$ cat config.mk
export PLATFORM = sky130hd
export DESIGN_NAME = vc_input_buffer_flat
export DESIGN_NICKNAME = d
export VERILOG_FILES = /design/src/rtl/vc_input_buffer_if.sv /design/src/rtl/vc_input_buffer.sv /design/src/flat_wrapper.sv
export SDC_FILE = /design/constraint.sdc
export NUM_CORES = 1
export LEC_CHECK = 0
export ABC_AREA = 1
export BUFFER_PORTS_ARGS = -buffer_cell sky130_fd_sc_hd__buf_2
export CAP_MARGIN = 20
export CORE_MARGIN = 2
export CORE_UTILIZATION = 45
export CTS_CLUSTER_SIZE = 25
export DETAILED_ROUTE_END_ITERATION = 16
export SLEW_MARGIN = 20
export SYNTH_ARGS = -nofsm -noshare
export SYNTH_HDL_FRONTEND = slang
export SYNTH_SLANG_ARGS = --single-unit
$ cat constraint.sdc
create_clock -name clk -period 4.3 [get_ports clk]
set_clock_uncertainty 0.05 [all_clocks]
set_input_delay 0.215 -clock clk [delete_from_list [all_inputs] [get_ports clk]]
set_output_delay 0.215 -clock clk [all_outputs]
set_load 0.05 [all_outputs]
$ cat src/rtl/vc_input_buffer_if.sv
// vc_input_buffer_if: flit, route, VC-allocation and switch-grant signals of one VC input buffer
interface vc_input_buffer_if #(
    parameter int FLIT_WIDTH = 64,
    parameter int PORT_WIDTH = 3,
    parameter int VC_SIZE = 2
);
    logic [FLIT_WIDTH-1:0] data_i;
    logic [FLIT_WIDTH-1:0] data_o;
    logic                  valid_flag_i;
    logic [PORT_WIDTH-1:0] out_port_i;
    logic [PORT_WIDTH-1:0] out_port_o;
    logic                  vc_request_o;
    logic                  vc_valid_i;
    logic [VC_SIZE-1:0]    vc_new_i;
    logic [VC_SIZE-1:0]    downstream_vc_o;
    logic                  read_i;
    logic                  is_empty_o;
    logic                  is_full_o;
    logic                  idle_o;
    logic                  error_o;
    modport master (
        output data_i, valid_flag_i, out_port_i, vc_valid_i, vc_new_i, read_i,
        input  data_o, out_port_o, vc_request_o, downstream_vc_o, is_empty_o, is_full_o, idle_o, error_o
    );
    modport slave (
        input  data_i, valid_flag_i, out_port_i, vc_valid_i, vc_new_i, read_i,
        output data_o, out_port_o, vc_request_o, downstream_vc_o, is_empty_o, is_full_o, idle_o, error_o
    );
endinterface

$ cat src/rtl/vc_input_buffer.sv
// vc_input_buffer: show-ahead VC FIFO with IDLE/VA/SA state machine; VC_INPUT_BUFFER_CHECK_EN enables sticky error_o
module vc_input_buffer #(
    parameter int BUFFER_SIZE = 8,
    parameter int FLIT_WIDTH = 64,
    parameter int PORT_WIDTH = 3,
    parameter int VC_SIZE = 2
) (
    input logic clk,
    input logic rst,
    vc_input_buffer_if.slave bus
);
    localparam int AW = $clog2(BUFFER_SIZE);
    typedef enum logic [1:0] {IDLE, VA, SA} state_t;
    state_t state, state_next;
    logic [FLIT_WIDTH-1:0] mem [BUFFER_SIZE];
    logic [AW-1:0] rd_ptr, wr_ptr;
    logic [AW:0] count;
    logic [1:0] head_type;
    logic empty, full, pop, push, is_head, is_tail;
    assign empty = count == '0;
    assign full = count == (AW+1)'(BUFFER_SIZE);
    assign head_type = mem[rd_ptr][FLIT_WIDTH-1 -: 2];
    // HEAD (00) and HEADTAIL (11) open a packet; TAIL (10) and HEADTAIL close it
    assign is_head = ~^head_type;
    assign is_tail = head_type[1];
    assign pop = bus.read_i && state == SA && !empty;
    assign push = bus.valid_flag_i && (!full || pop);
    always_ff @(posedge clk)
        if (rst) state <= IDLE;
        else state <= state_next;
    always_comb begin
        state_next = state;
        state_next = state == IDLE ? (!empty && is_head ? VA : IDLE) :
                     state == VA   ? (bus.vc_valid_i ? SA : VA) :
                                     (pop && is_tail ? IDLE : SA);
    end
    always_ff @(posedge clk)
        if (push) mem[wr_ptr] <= bus.data_i;
    always_ff @(posedge clk)
        if (rst) begin
            rd_ptr <= '0;
            wr_ptr <= '0;
            count <= '0;
            bus.out_port_o <= '0;
            bus.downstream_vc_o <= '0;
        end else begin
            if (push) wr_ptr <= wr_ptr + 1'b1;
            if (pop) rd_ptr <= rd_ptr + 1'b1;
            count <= count + (AW+1)'(push) - (AW+1)'(pop);
            if (state == IDLE && state_next == VA) bus.out_port_o <= bus.out_port_i;
            if (state == VA && bus.vc_valid_i) bus.downstream_vc_o <= bus.vc_new_i;
        end
    assign bus.data_o = mem[rd_ptr];
    assign bus.vc_request_o = state == VA;
    assign bus.idle_o = state == IDLE && empty;
    assign bus.is_empty_o = empty;
    assign bus.is_full_o = full;
`ifdef VC_INPUT_BUFFER_CHECK_EN
    logic err;
    always_ff @(posedge clk)
        if (rst) err <= 1'b0;
        else if ((bus.valid_flag_i && full && !pop) ||
                 (bus.read_i && state == SA && empty) ||
                 (state == IDLE && !empty && !is_head)) err <= 1'b1;
    assign bus.error_o = err;
`else
    assign bus.error_o = 1'b0;
`endif
endmodule
$ cat src/flat_wrapper.sv
// flat-port wrapper written by rule: the top's interface ports become plain ports
module vc_input_buffer_flat 
#(
    parameter int BUFFER_SIZE = 8,
    parameter int FLIT_WIDTH = 64,
    parameter int PORT_WIDTH = 3,
    parameter int VC_SIZE = 2
)
  (clk, rst, bus_data_i, bus_valid_flag_i, bus_out_port_i, bus_vc_valid_i, bus_vc_new_i, bus_read_i, bus_data_o, bus_out_port_o, bus_vc_request_o, bus_downstream_vc_o, bus_is_empty_o, bus_is_full_o, bus_idle_o, bus_error_o);
  vc_input_buffer_if #(.FLIT_WIDTH(FLIT_WIDTH), .PORT_WIDTH(PORT_WIDTH), .VC_SIZE(VC_SIZE)) bus_i ();
  input logic clk;
  input logic rst;
  input wire logic [$bits(bus_i.data_i)-1:0] bus_data_i;
  input wire logic [$bits(bus_i.valid_flag_i)-1:0] bus_valid_flag_i;
  input wire logic [$bits(bus_i.out_port_i)-1:0] bus_out_port_i;
  input wire logic [$bits(bus_i.vc_valid_i)-1:0] bus_vc_valid_i;
  input wire logic [$bits(bus_i.vc_new_i)-1:0] bus_vc_new_i;
  input wire logic [$bits(bus_i.read_i)-1:0] bus_read_i;
  output wire logic [$bits(bus_i.data_o)-1:0] bus_data_o;
  output wire logic [$bits(bus_i.out_port_o)-1:0] bus_out_port_o;
  output wire logic [$bits(bus_i.vc_request_o)-1:0] bus_vc_request_o;
  output wire logic [$bits(bus_i.downstream_vc_o)-1:0] bus_downstream_vc_o;
  output wire logic [$bits(bus_i.is_empty_o)-1:0] bus_is_empty_o;
  output wire logic [$bits(bus_i.is_full_o)-1:0] bus_is_full_o;
  output wire logic [$bits(bus_i.idle_o)-1:0] bus_idle_o;
  output wire logic [$bits(bus_i.error_o)-1:0] bus_error_o;
  assign bus_i.data_i = bus_data_i;
  assign bus_i.valid_flag_i = bus_valid_flag_i;
  assign bus_i.out_port_i = bus_out_port_i;
  assign bus_i.vc_valid_i = bus_vc_valid_i;
  assign bus_i.vc_new_i = bus_vc_new_i;
  assign bus_i.read_i = bus_read_i;
  assign bus_data_o = bus_i.data_o;
  assign bus_out_port_o = bus_i.out_port_o;
  assign bus_vc_request_o = bus_i.vc_request_o;
  assign bus_downstream_vc_o = bus_i.downstream_vc_o;
  assign bus_is_empty_o = bus_i.is_empty_o;
  assign bus_is_full_o = bus_i.is_full_o;
  assign bus_idle_o = bus_i.idle_o;
  assign bus_error_o = bus_i.error_o;
  vc_input_buffer #(.BUFFER_SIZE(BUFFER_SIZE), .FLIT_WIDTH(FLIT_WIDTH), .PORT_WIDTH(PORT_WIDTH), .VC_SIZE(VC_SIZE)) u_core (.clk(clk), .rst(rst), .bus(bus_i));
endmodule
# == Word level (Yosys, flattened, before mapping) ==
# Memory sizes are Yosys's and may differ from the RTL's. A register that Yosys moved wholly into a read port is not among the register bits.
# Cells that the tools add are included.
# totals
ff_bits,17
latch_bits,0
ram_bits,512
rom_bits,0
word_cells,38
mem_count,1
# op_classes
add_sub_neg,4
n_mul,0
div,0
n_lt_le_gt_ge,0
n_eq_ne,4
shifts,0
mux,9
bitwise,0
reduce_logical,14
# memory_table
memory,words,word_bits,rd,rd_clocked_by_memory_dff,write_ports,line_no,source
u_core.mem,8,64,1,1,1,vc_input_buffer.sv:15,logic [FLIT_WIDTH-1:0] mem [BUFFER_SIZE];
# ops
op,count
1-bit logical AND,8
2-bit 2-to-1 mux,4
"3-bit by 1-bit adder with 3-bit output, second input constant",2
3-bit 2-to-1 mux,2
4-bit by 1-bit adder with 4-bit output,1
"2-bit by 1-bit == test with 1-bit output, second input constant",2
"4-bit == test, second input constant",1
4-bit logical NOT,1
4-bit by 1-bit subtractor with 4-bit output,1
1-bit 2-to-1 mux,3
"2-bit == test, second input constant",1
1-bit logical NOT,2
2-bit logical NOT,1
2-bit XNOR reduction,1
1-bit logical OR,1

# == Longest topological paths before layout ==
# logic_depth
ltp_word,9
mapped_depth,12

# == Worst setup path after synthesis ==
# OpenSTA, ideal clock, no wires.
# synth_path
kind,flip-flop to flip-flop
startpoint,register u_core.count[2]
endpoint,"memory u_core.mem[0][0], enable pin"
setup_time_ns,0.486
t_arrival_ns,3.937
slack_ns,-0.174
path_stages_with_launch,9
path_buffers,0
synth_period_minus_slack_ns,4.474
path_cell_list,dfxtp_1 inv_1 ha_1 nor3b_1 nand2_1 nand2_1 inv_1 nand2_1 nor2_1
# synth_via
elab_cells_between_ends,9
# synth_lines
element,line_no,source
from (decl),vc_input_buffer.sv:17,logic [AW:0] count;
from (signal assigned),vc_input_buffer.sv:49,count <= count + (AW+1)'(push) - (AW+1)'(pop);
4-bit == test,vc_input_buffer.sv:21,assign full = count == (AW+1)'(BUFFER_SIZE);
named net bus_is_full_o,flat_wrapper.sv:24,output wire logic [$bits(bus_i.is_full_o)-1:0] bus_is_full_o;
1-bit logical NOT,vc_input_buffer.sv:27,assign push = bus.valid_flag_i && (!full || pop);
1-bit logical OR,vc_input_buffer.sv:27,
1-bit logical AND,vc_input_buffer.sv:27,
named net u_core.push,vc_input_buffer.sv:19,"logic empty, full, pop, push, is_head, is_tail;"
1-bit 2-to-1 mux,vc_input_buffer.sv:38,if (push) mem[wr_ptr] <= bus.data_i;
1-bit 2-to-1 mux (implied by the code),vc_input_buffer.sv:38,
to (decl),vc_input_buffer.sv:15,
# The timed path passes the listed nets, and every way through them passes these cells.

==> results_dict.tcl <==
set metrics [dict create \
    overflow 0 \
    min_to "u_core.state[1]$_SDFF_PP0_" \
    path_cells "inv_6 -> buf_4 -> o21ai_0 -> o22ai_1 -> nor2_1 -> a31oi_1 -> buf_2" \
    yosysSeqAreaShare_pct 76.1 \
    period_share_pct 74.3 \
    wirelength_um 47500 \
    ioPinCount 148 \
    r2r_cells 9 \
    ys_top_cells_by_area "edfxtp_1 74%, nor2_1 8.3%, o21ai_0 5.0%" \
    synth.most_common_cell "edfxtp_1" \
    r2r_setup_slack_ns 1.24 \
    grt_usage_pct 20.1 \
    portBuffers 146 \
    async_reset_ff_share_pct 0 \
    tightest_slew_ns 0.936 \
    worstHoldStart "bus_read_i" \
    startpoint_type "flop" \
    first_iter_violations 956 \
    cts_setup_buffers 0 \
    avgRoutedWirePerCell_um 19.3 \
    fmax_ghz 0.313 \
    end_kind "output port" \
    setup_viol 0 \
    dp_slack_ns 1.61 \
    clk_pin_slew_ns 0.06 \
    synth_top_area_cell "edfxtp_1" \
    cp.buffers_inverters 3 \
    yosysWarningCount 0 \
    crit_arrival_ns 2.93 \
    start_util_pct 45.7 \
    synth_ff_type "edfxtp_1" \
    via_per_inst 5.31 \
    clockBufferDepth 3 \
    period_needed_ns 3.19 \
    p_per_area_nw_per_um2 520 \
    drc 0 \
    cp_top_family "buffers and inverters" \
    fin_nets 1906 \
    hold_viol 0 \
    slowest_stage "inv_6" \
    clock_sinks 532 \
    synth_top_area_share_pct 74.2 \
    ys_types 26 \
    power.leakage_nw 8.58 \
    synth_common_cells "512 x edfxtp_1, 457 x nor2_1, 209 x o21ai_0" \
    cts.repair.resized 0 \
    drive_gt1_share_pct 14.3 \
    htreeDepth 2 \
    worstPathRequired_ns 4.03 \
    grt_pass1_wl_um 74300 \
    numCtsBuffers 54 \
    synth_area_sq_um 20700 \
    fill_cells 3817 \
    fp-row-count 78 \
    hold_depth 6 \
    core_area_sq_um 45400 \
    clock_latency_ns 0.59 \
    ys_seq_elements 532 \
    outcome "completed" \
    dr.pass1.iters 5 \
    hpwl_um 24600 \
    die_w_um 219 \
    setup_slack_ns 1.11 \
    slew_violations 0 \
    grt_max_degree 204 \
    rsz0062_at_grt "false" \
    path_class "reg2out" \
    hold_buffers 75 \
    netlist_instances 1613 \
    syn_nets 1695 \
    tritoncts "yes" \
    fp.dieH_um 219 \
    dieArea_sq_um 47800 \
    num_vias 13100 \
    max_cap_viol_count 0 \
    antenna_found_initial 2 \
    synth_enable_flop_cells 512 \
    seq_area_sq_um 15800 \
    ant_nets 0 \
    slew_headroom_pct 37.6 \
    grt_pass1_vias 13300 \
    max_stage_delay_ns 0.64 \
    holdWs_ns 0.153 \
    ir_drop_mv 0.351 \
    hp-class "in2reg" \
    gp_congestion 0.741 \
    area_growth_syn_to_layout_pct 18.3 \
    syn_area_per_cell_sq_um 12.8 \
    critPathMaxFanout 125 \
    multiInputGateArea_sq_um 4350 \
    regToRegEndpoint "u_core.state[0]$_SDFF_PP0_" \
    root_buffer "clkbuf_16" \
]
==> cell usage in the layout (no fill, tap or decap), drive strengths merged, types with 2 or more instances in the layout <==
cell | netlist | routed
o22ai | 62 | 62
clkbuf | 50 | 68
a21oi | 13 | 13
ha | 7 | 7
nor2 | 457 | 457
a31oi | 62 | 62
nand2 | 57 | 57
nand3 | 13 | 13
dfxtp | 20 | 20
inv | 47 | 48
bufinv | 0 | 3
dlygate4sd3 | 0 | 75
o21ai | 256 | 256
nand4 | 3 | 3
clkinv | 0 | 25
edfxtp | 512 | 512
clkinvlp | 0 | 2
buf | 49 | 179
==> tightest hold or removal path: stages <==
cell     delay [ns]
buf_2          0.10
nand2_1        0.06
nor2_1         0.04
nand2_1        0.09
o21ai_0        0.09
a21oi_1        0.13
==> cell type report <==
class	count	area share, %
Antenna cell	1	0.0102
Clock buffer	68	5.81
Clock inverter	31	0.893
Inverter	47	0.770
Multi-Input combinational cell	935	17.7
Sequential cell	532	64.4
Tap cell	600	3.06
Timing Repair Buffer	254	7.36
==> metal layers <==
metal | routed length [um] | global-route usage (%) | up-vias
met4 | 1250 | 6.83 | 2
met3 | 2380 | 3.77 | 84
met2 | 23400 | 34.1 | 306
li1 | - | - | 6258
met1 | 20400 | 25.9 | 6453
met5 | 11 | 0 | -
==> flip-flops by register name, summed over array words and instances, names as in the netlist, named ones only <==
| register | count |
|---|---|
| u_core.mem | 512 |
| u_core.state | 2 |
| u_core.bus.downstream_vc_o | 2 |
| u_core.count | 4 |
| u_core.wr_ptr | 3 |
| u_core.bus.out_port_o | 3 |
| u_core.rd_ptr | 3 |
==> logic make-up after synthesis <==
group,synth area share (%)
DFF,76.1
and+or+nand+nor,9.83
AOI/OAI and AO/OA,10.3
buffers and inverters,3.20
adders and majority gates,0.519
xor gates and xnor gates,0.0423
other,0.0181
==> metrics by stage <==
stage          TNS [ns]  instance area, sq um  utilization (%)  std cells  power, W
5_1_grt               0                 24500             54.0       2468    0.0133
6_report              0                 24500             54.0       2468    0.0128
2_1_floorplan    -44.48                 20700                -       1613   0.00779
3_5_place_dp          0                 22100             48.8       2293   0.00843
4_1_cts               0                 24500             54.0       2467    0.0129
3_3_place_gp          0                 22100             48.8       2293   0.00840
==> worst max-delay path by stage <==
stage                                          start                          end  slack, ns  cells past startpoint
after floorplan           u_core.count[2]$_SDFF_PP0_   u_core.mem[0][0]$_DFFE_PP_      -0.17                      8
after global placement    u_core.count[2]$_SDFF_PP0_  u_core.mem[7][18]$_DFFE_PP_       1.60                     10
after detailed placement  u_core.count[2]$_SDFF_PP0_  u_core.mem[7][20]$_DFFE_PP_       1.61                     10
after CTS                                       flop               bus_data_o[56]       1.04                      7
after global routing                            flop               bus_data_o[56]       0.91                      7
final                                           flop               bus_data_o[56]       1.11                      7
==> where the power goes <==
| group | total, W | leakage, nW | switching [W] | internal, W |
|---|---|---|---|---|
| logic | 0.00226 | 2.97 | 0.00170 | 0.000560 |
| clock network | 0.00439 | 0.801 | 0.00188 | 0.00251 |
| registers | 0.00610 | 4.81 | 0.0000776 | 0.00602 |
No activity file was read; power rests on OpenSTA's default activity.
